[src/rtl/fft_pkg.sv]
// ----------------------------------------------------------------------------
// fft_pkg : constants and helpers shared by the radix-2^2 SDF FFT stages
// Rev 1.0
// ----------------------------------------------------------------------------
`default_nettype none

package fft_pkg;

  localparam int FFT_N     = 16;
  localparam int FFT_LOG_N = 4;
  localparam int TW_AW     = 4;

  typedef enum logic [0:0] {
    ST_IDLE = 1'b0,
    ST_RUN  = 1'b1
  } seq_state_e;

  typedef struct packed {
    logic valid;
    logic first;
    logic last;
    logic bypass;
    logic conj;
  } tw_flags_t;

  // Twiddle exponent for sample m: bit-swapped upper pair times lower pair.
  function automatic logic [TW_AW-1:0] tw_idx(input logic [FFT_LOG_N-1:0] m);
    logic [TW_AW-1:0] q;
    logic [TW_AW-1:0] r;
    q = {2'b00, m[2], m[3]};
    r = {2'b00, m[1:0]};
    return q * r;
  endfunction

endpackage

`default_nettype wire

[src/rtl/tw_seq_ctrl_if.sv]
// ----------------------------------------------------------------------------
// tw_seq_ctrl_if : sample-side control in, twiddle address and aligned flags out
// Rev 1.0
// ----------------------------------------------------------------------------
`default_nettype none

interface tw_seq_ctrl_if;
  import fft_pkg::*;

  logic             sync_clr;
  logic             in_valid;
  logic             in_last;
  logic             inv_in;
  logic [TW_AW-1:0] tw_addr;
  logic             out_valid;
  logic             out_first;
  logic             out_last;
  logic             out_bypass;
  logic             out_conj;
  logic             sync_err;

  modport master (
    output sync_clr, in_valid, in_last, inv_in,
    input  tw_addr, out_valid, out_first, out_last, out_bypass, out_conj, sync_err
  );

  modport slave (
    input  sync_clr, in_valid, in_last, inv_in,
    output tw_addr, out_valid, out_first, out_last, out_bypass, out_conj, sync_err
  );

endinterface

`default_nettype wire

[src/rtl/tw_align_pipe.sv]
// ----------------------------------------------------------------------------
// tw_align_pipe : DEPTH-stage delay line (DEPTH=0 is a wire), async clear, sync flush
// Rev 1.0
// ----------------------------------------------------------------------------
`default_nettype none

module tw_align_pipe #(
  parameter int WIDTH = 5,
  parameter int DEPTH = 1
) (
  input  wire logic             clk,
  input  wire logic             rst_n,
  input  wire logic             flush,
  input  wire logic [WIDTH-1:0] din,
  output logic      [WIDTH-1:0] dout
);

  generate
    if (DEPTH == 0) begin : g_comb
      logic unused_ctrl;
      assign unused_ctrl = ^{clk, rst_n, flush};
      assign dout        = din;
    end else begin : g_regs
      logic [WIDTH-1:0] stage_q [DEPTH];
      logic [WIDTH-1:0] stage_d [DEPTH];

      always_comb begin
        stage_d[0] = flush ? '0 : din;
        for (int i = 1; i < DEPTH; i++) begin
          stage_d[i] = flush ? '0 : stage_q[i-1];
        end
      end

      always_ff @(posedge clk or negedge rst_n) begin
        if (!rst_n) begin
          for (int i = 0; i < DEPTH; i++) begin
            stage_q[i] <= '0;
          end
        end else begin
          stage_q <= stage_d;
        end
      end

      assign dout = stage_q[DEPTH-1];
    end
  endgenerate

endmodule

`default_nettype wire

[src/rtl/tw_seq_ctrl.sv]
// ----------------------------------------------------------------------------
// tw_seq_ctrl : twiddle ROM address sequencer and control aligner, 16-pt SDF FFT
// Rev 1.0
// ----------------------------------------------------------------------------
`default_nettype none

module tw_seq_ctrl
  import fft_pkg::*;
#(
  parameter int TW_LAT   = 1,
  parameter bit LAST_CHK = 1'b1
) (
  input  wire logic    clk,
  input  wire logic    rst_n,
  tw_seq_ctrl_if.slave bus
);

  seq_state_e           state_q, state_d;
  logic [FFT_LOG_N-1:0] cnt_q, cnt_d;
  logic                 inv_q, inv_d;
  logic                 sync_err_q, sync_err_d;

  logic [TW_AW-1:0]     addr;
  logic                 take;
  logic                 first;
  logic                 wrap;
  logic                 early_last;
  tw_flags_t            flags_in;
  tw_flags_t            flags_out;

  always_comb begin
    addr       = tw_idx(cnt_q);
    take       = bus.in_valid & ~bus.sync_clr;
    first      = take & (state_q == ST_IDLE);
    wrap       = (cnt_q == 4'(FFT_N - 1));
    early_last = LAST_CHK & bus.in_last & ~wrap;

    flags_in.valid  = take;
    flags_in.first  = first;
    flags_in.last   = take & (wrap | (LAST_CHK & bus.in_last));
    flags_in.bypass = take & (addr == '0);
    flags_in.conj   = take & (first ? bus.inv_in : inv_q);
  end

  always_comb begin
    state_d    = state_q;
    cnt_d      = cnt_q;
    inv_d      = inv_q;
    sync_err_d = 1'b0;
    if (bus.sync_clr) begin
      cnt_d   = '0;
      state_d = ST_IDLE;
    end else if (bus.in_valid) begin
      if (first) begin
        inv_d = bus.inv_in;
      end
      // A premature in_last closes the frame; its sample still goes out.
      if (early_last) begin
        cnt_d      = '0;
        state_d    = ST_IDLE;
        sync_err_d = 1'b1;
      end else begin
        cnt_d   = cnt_q + 4'd1;
        state_d = wrap ? ST_IDLE : ST_RUN;
      end
    end
  end

  always_ff @(posedge clk or negedge rst_n) begin
    if (!rst_n) begin
      state_q    <= ST_IDLE;
      cnt_q      <= '0;
      inv_q      <= 1'b0;
      sync_err_q <= 1'b0;
    end else begin
      state_q    <= state_d;
      cnt_q      <= cnt_d;
      inv_q      <= inv_d;
      sync_err_q <= sync_err_d;
    end
  end

  tw_align_pipe #(
    .WIDTH ($bits(tw_flags_t)),
    .DEPTH (TW_LAT)
  ) u_align (
    .clk   (clk),
    .rst_n (rst_n),
    .flush (bus.sync_clr),
    .din   (flags_in),
    .dout  (flags_out)
  );

  assign bus.tw_addr    = addr;
  assign bus.sync_err   = sync_err_q;
  assign bus.out_valid  = flags_out.valid;
  assign bus.out_first  = flags_out.first;
  assign bus.out_last   = flags_out.last;
  assign bus.out_bypass = flags_out.bypass;
  assign bus.out_conj   = flags_out.conj;

endmodule

`default_nettype wire

[src/flat_wrapper.sv]
// flat-port wrapper written by rule: the top's interface ports become plain ports
module tw_seq_ctrl_flat import fft_pkg::*;
#(
  parameter int TW_LAT   = 1,
  parameter bit LAST_CHK = 1'b1
)
  (clk, rst_n, bus_sync_clr, bus_in_valid, bus_in_last, bus_inv_in, bus_tw_addr, bus_out_valid, bus_out_first, bus_out_last, bus_out_bypass, bus_out_conj, bus_sync_err);
  tw_seq_ctrl_if bus_i ();
  input  wire logic clk;
  input  wire logic rst_n;
  input wire logic [$bits(bus_i.sync_clr)-1:0] bus_sync_clr;
  input wire logic [$bits(bus_i.in_valid)-1:0] bus_in_valid;
  input wire logic [$bits(bus_i.in_last)-1:0] bus_in_last;
  input wire logic [$bits(bus_i.inv_in)-1:0] bus_inv_in;
  output wire logic [$bits(bus_i.tw_addr)-1:0] bus_tw_addr;
  output wire logic [$bits(bus_i.out_valid)-1:0] bus_out_valid;
  output wire logic [$bits(bus_i.out_first)-1:0] bus_out_first;
  output wire logic [$bits(bus_i.out_last)-1:0] bus_out_last;
  output wire logic [$bits(bus_i.out_bypass)-1:0] bus_out_bypass;
  output wire logic [$bits(bus_i.out_conj)-1:0] bus_out_conj;
  output wire logic [$bits(bus_i.sync_err)-1:0] bus_sync_err;
  assign bus_i.sync_clr = bus_sync_clr;
  assign bus_i.in_valid = bus_in_valid;
  assign bus_i.in_last = bus_in_last;
  assign bus_i.inv_in = bus_inv_in;
  assign bus_tw_addr = bus_i.tw_addr;
  assign bus_out_valid = bus_i.out_valid;
  assign bus_out_first = bus_i.out_first;
  assign bus_out_last = bus_i.out_last;
  assign bus_out_bypass = bus_i.out_bypass;
  assign bus_out_conj = bus_i.out_conj;
  assign bus_sync_err = bus_i.sync_err;
  tw_seq_ctrl #(.TW_LAT(TW_LAT), .LAST_CHK(LAST_CHK)) u_core (.clk(clk), .rst_n(rst_n), .bus(bus_i));
endmodule
[config.mk]
export PLATFORM = sky130hd
export DESIGN_NAME = tw_seq_ctrl_flat
export DESIGN_NICKNAME = d
export VERILOG_FILES = /design/src/rtl/fft_pkg.sv /design/src/rtl/tw_seq_ctrl_if.sv /design/src/rtl/tw_align_pipe.sv /design/src/rtl/tw_seq_ctrl.sv /design/src/flat_wrapper.sv
export SDC_FILE = /design/constraint.sdc
export NUM_CORES = 1
export LEC_CHECK = 0
export CAP_MARGIN = 20
export CORE_AREA = 5 5 42 44
export CTS_BUF_LIST = sky130_fd_sc_hd__clkbuf_8
export DETAILED_ROUTE_END_ITERATION = 7
export DIE_AREA = 0 0 47 49
export PLACE_DENSITY = 0.79
export SLEW_MARGIN = 30
export SYNTH_ARGS = -nofsm -noshare
export SYNTH_HDL_FRONTEND = slang
export SYNTH_HIERARCHICAL = 1
export SYNTH_SLANG_ARGS = --single-unit
[constraint.sdc]
create_clock -name clk -period 1.7 [get_ports clk]
set_input_delay 0.255 -clock clk [delete_from_list [all_inputs] [get_ports clk]]
set_output_delay 0.255 -clock clk [all_outputs]
set_load 0.1 [all_outputs]
==> results.json <==
{
  "status": "finished, final reports clean",
  "p_leak_nw": 0.446,
  "clock-sinks": 12,
  "dieArea_um2": 2300,
  "multi_input_area_um2": 277,
  "p_sw_mw": 0.177,
  "ioPinCount": 16,
  "gp_congestion": 0.799,
  "die_y_um": 49,
  "overflow": 0,
  "grt_pass1_vias": 496,
  "cts-hold-fix-buffers": 0,
  "start_util": 0.412,
  "holdCritPathClass": "in2async",
  "clkPwrFrac": 0.416,
  "drt-initial-drc-count": 18,
  "finalHoldViolCount": 0,
  "first_pass_iters": 4,
  "arrival_ps": 1400,
  "timing.max_cap.violations": 0,
  "cts_buffers": 3,
  "cts-root-buf": "clkbuf_8",
  "dpl.hpwl_um": 894,
  "r2r_cells": 4,
  "cts.htree.levels": 1,
  "fmax_mhz": 605,
  "grt_pass1_wl_mm": 2.23,
  "fill_cells": 107,
  "r2r_start": "u_core/cnt_q[2]",
  "synth_area_um2": 577,
  "cpPeakStageDelay_ps": 400,
  "rsz0062_at_grt": "false",
  "tightestPinTransition_ps": 525,
  "track_usage": 0.132,
  "drive_gt1_frac": 0.321,
  "worstPathMaxFanout": 3,
  "core_um2": 1400,
  "required_ps": 1440,
  "path_buf_inv": 1,
  "crit_slowest_cell": "dfrtp_1",
  "hold_ws_ps": 363,
  "area_growth_syn_to_layout_pct": 66.2,
  "routed_wl_mm": 1.26,
  "synth_cell_type_count": 21,
  "final.setup_skew_ps": 6.37,
  "ys.warnings.count": 6,
  "num_rows": 14,
  "cp-start-kind": "flip-flop",
  "clkSlewWorstSetupHoldPaths_ps": 50,
  "period_share": 0.973,
  "syn_nets": 62,
  "syn_avg_cell_area_um2": 10.9,
  "relSlewSlack": 0.649,
  "p_seq_frac": 0.421,
  "yosysSeqAreaShare": 0.521,
  "power_density_nw_per_um2": 761,
  "io_buffers": 15,
  "p_int_mw": 0.552,
  "cp-end-kind": "output port",
  "netlist_instances": 53,
  "p_sw_frac": 0.243,
  "wl_per_cell_um": 13.4,
  "seq_area_um2": 300,
  "antenna_found_initial": 0,
  "setup_tns_ps": 0,
  "combPwrFrac": 0.163,
  "viasPerCell": 5.21,
  "drc": 0,
  "rrSetupSlack_ps": 320,
  "report.final.slew_viol_count": 0,
  "layout_min_cycle_time_ps": 1650,
  "setup_viol": 0,
  "cp.depth": 4,
  "ant_nets": 0,
  "worstSetupPathType": "reg2out",
  "r2r_end": "u_core/u_align/dout[1]",
  "die_x_um": 47,
  "cts_tree": "built",
  "yosys_register_bits": 12,
  "critical_path.cell_chain": "and2_1, ha_2, ha_4, buf_12",
  "cp_top_family": "adder cells",
  "max-vdd-ir-drop_mv": 0.574,
  "finalNetCount": 88,
  "n_antenna_cell": 0,
  "num_vias": 490,
  "grt_max_degree": 13,
  "clk_latency_ps": 240,
  "clockBufferDepth": 2
}
## what timing repair did
| item | CTS | global route |
|---|---|---|
| buffers inserted | 4 | 0 |
| endpoints found under the setup margin | 1 | 0 |
| gates resized for setup | 1 | 0 |
## area by class of cell
| class | count | share of cell area |
|---|---|---|
| Inverter | 1 | 0.00392 |
| Multi-Input combinational cell | 39 | 0.289 |
| Clock buffer | 4 | 0.0574 |
| Timing Repair Buffer | 22 | 0.316 |
| Sequential cell | 12 | 0.313 |
| Tap cell | 16 | 0.0209 |
## worst max-delay path by stage
| stage | startpoint | end | slack (ps) |
|---|---|---|---|
| after floorplan | u_core/cnt_q[3] | bus_tw_addr[2] | 90 |
| after global placement | u_core/cnt_q[3] | bus_tw_addr[2] | 180 |
| after detailed placement | u_core/cnt_q[3] | bus_tw_addr[2] | 170 |
| after CTS | u_core/cnt_q[1] | bus_tw_addr[2] | 40 |
| after global routing | u_core/cnt_q[1] | bus_tw_addr[2] | 5 |
| final | u_core/cnt_q[2] | bus_tw_addr[2] | 50 |
## through the flow
stage | setup slack, ps | cell area, µm² | util | cells | total power [mW]
final | 45.9 | 958 | 0.684 | 94 | 0.729
after global routing | 5.17 | 958 | 0.684 | 94 | 0.770
after CTS | 44.7 | 958 | 0.684 | 94 | 0.740
after detailed placement | 171 | 863 | 0.616 | 86 | 0.427
after global placement | 184 | 863 | 0.616 | 86 | 0.424
after floorplan | 86.5 | 582 | - | 53 | 0.371
## routing by layer
layer | vias to the layer above | part of all wire | global-route usage
li1 | 236 | - | -
met1 | 234 | 0.39 | 0.162
met2 | 18 | 0.53 | 0.213
met5 | - | 0 | 0
met4 | 0 | 0.0079 | 0.0553
met3 | 2 | 0.061 | 0.0332
## placed cells by master (no fill, tap or decap), drive strengths merged, types with 2 or more instances in the layout
cell type	netlist	routed
nand2	4	4
nand3	2	2
nor2b	5	5
buf	1	17
clkdlybuf4s50	0	5
mux2i	2	2
dfrtp	12	12
o21ai	2	2
clkbuf	0	4
nor2	7	7
ha	3	3
and2	4	4
## cell usage after synthesis, drive strengths merged
cell type | instances | area share
nand2b | 1 | 0.011
a31oi | 1 | 0.011
nand3 | 2 | 0.017
mux2i | 2 | 0.035
dfrtp | 12 | 0.52
nor2 | 7 | 0.046
mux2 | 1 | 0.020
a21oi | 1 | 0.0087
ha | 3 | 0.065
o211ai | 1 | 0.022
nor2b | 5 | 0.054
nor4bb | 1 | 0.017
inv | 1 | 0.0065
or4 | 1 | 0.020
a21o | 1 | 0.013
o21ai | 2 | 0.017
buf | 1 | 0.020
nor4 | 1 | 0.011
and2 | 4 | 0.043
nand2 | 4 | 0.026
a32o | 1 | 0.017
## power by group through the flow
stage	Combinational [mW]	Clock [mW]	Sequential (mW)
after floorplan	0.0250	0	0.346
after detailed placement	0.114	0	0.313
after CTS	0.120	0.313	0.307
after global routing	0.127	0.334	0.308
after global placement	0.112	0	0.313
final	0.119	0.304	0.307
## state kept, by name, summed over array words and instances, names as in the netlist
name	cells
u_core/u_align/dout	5
u_core/cnt_q	4
u_core/bus.sync_err	1
u_core/inv_q	1
u_core/state_q	1
## kinds of logic (layout without fill, tap and decap cells)
logic type	after synthesis	in the layout	share of synthesized area
AO/OA/AOI/OAI	7	7	0.0889
AND/OR/NAND/NOR	26	26	0.245
multiplexers	3	3	0.0542
flip-flops	12	12	0.521
buffers and inverters	2	27	0.0260
adder cells (fa/ha/maj)	3	3	0.0651
Note: power is estimated with default switching activity, not from simulation.
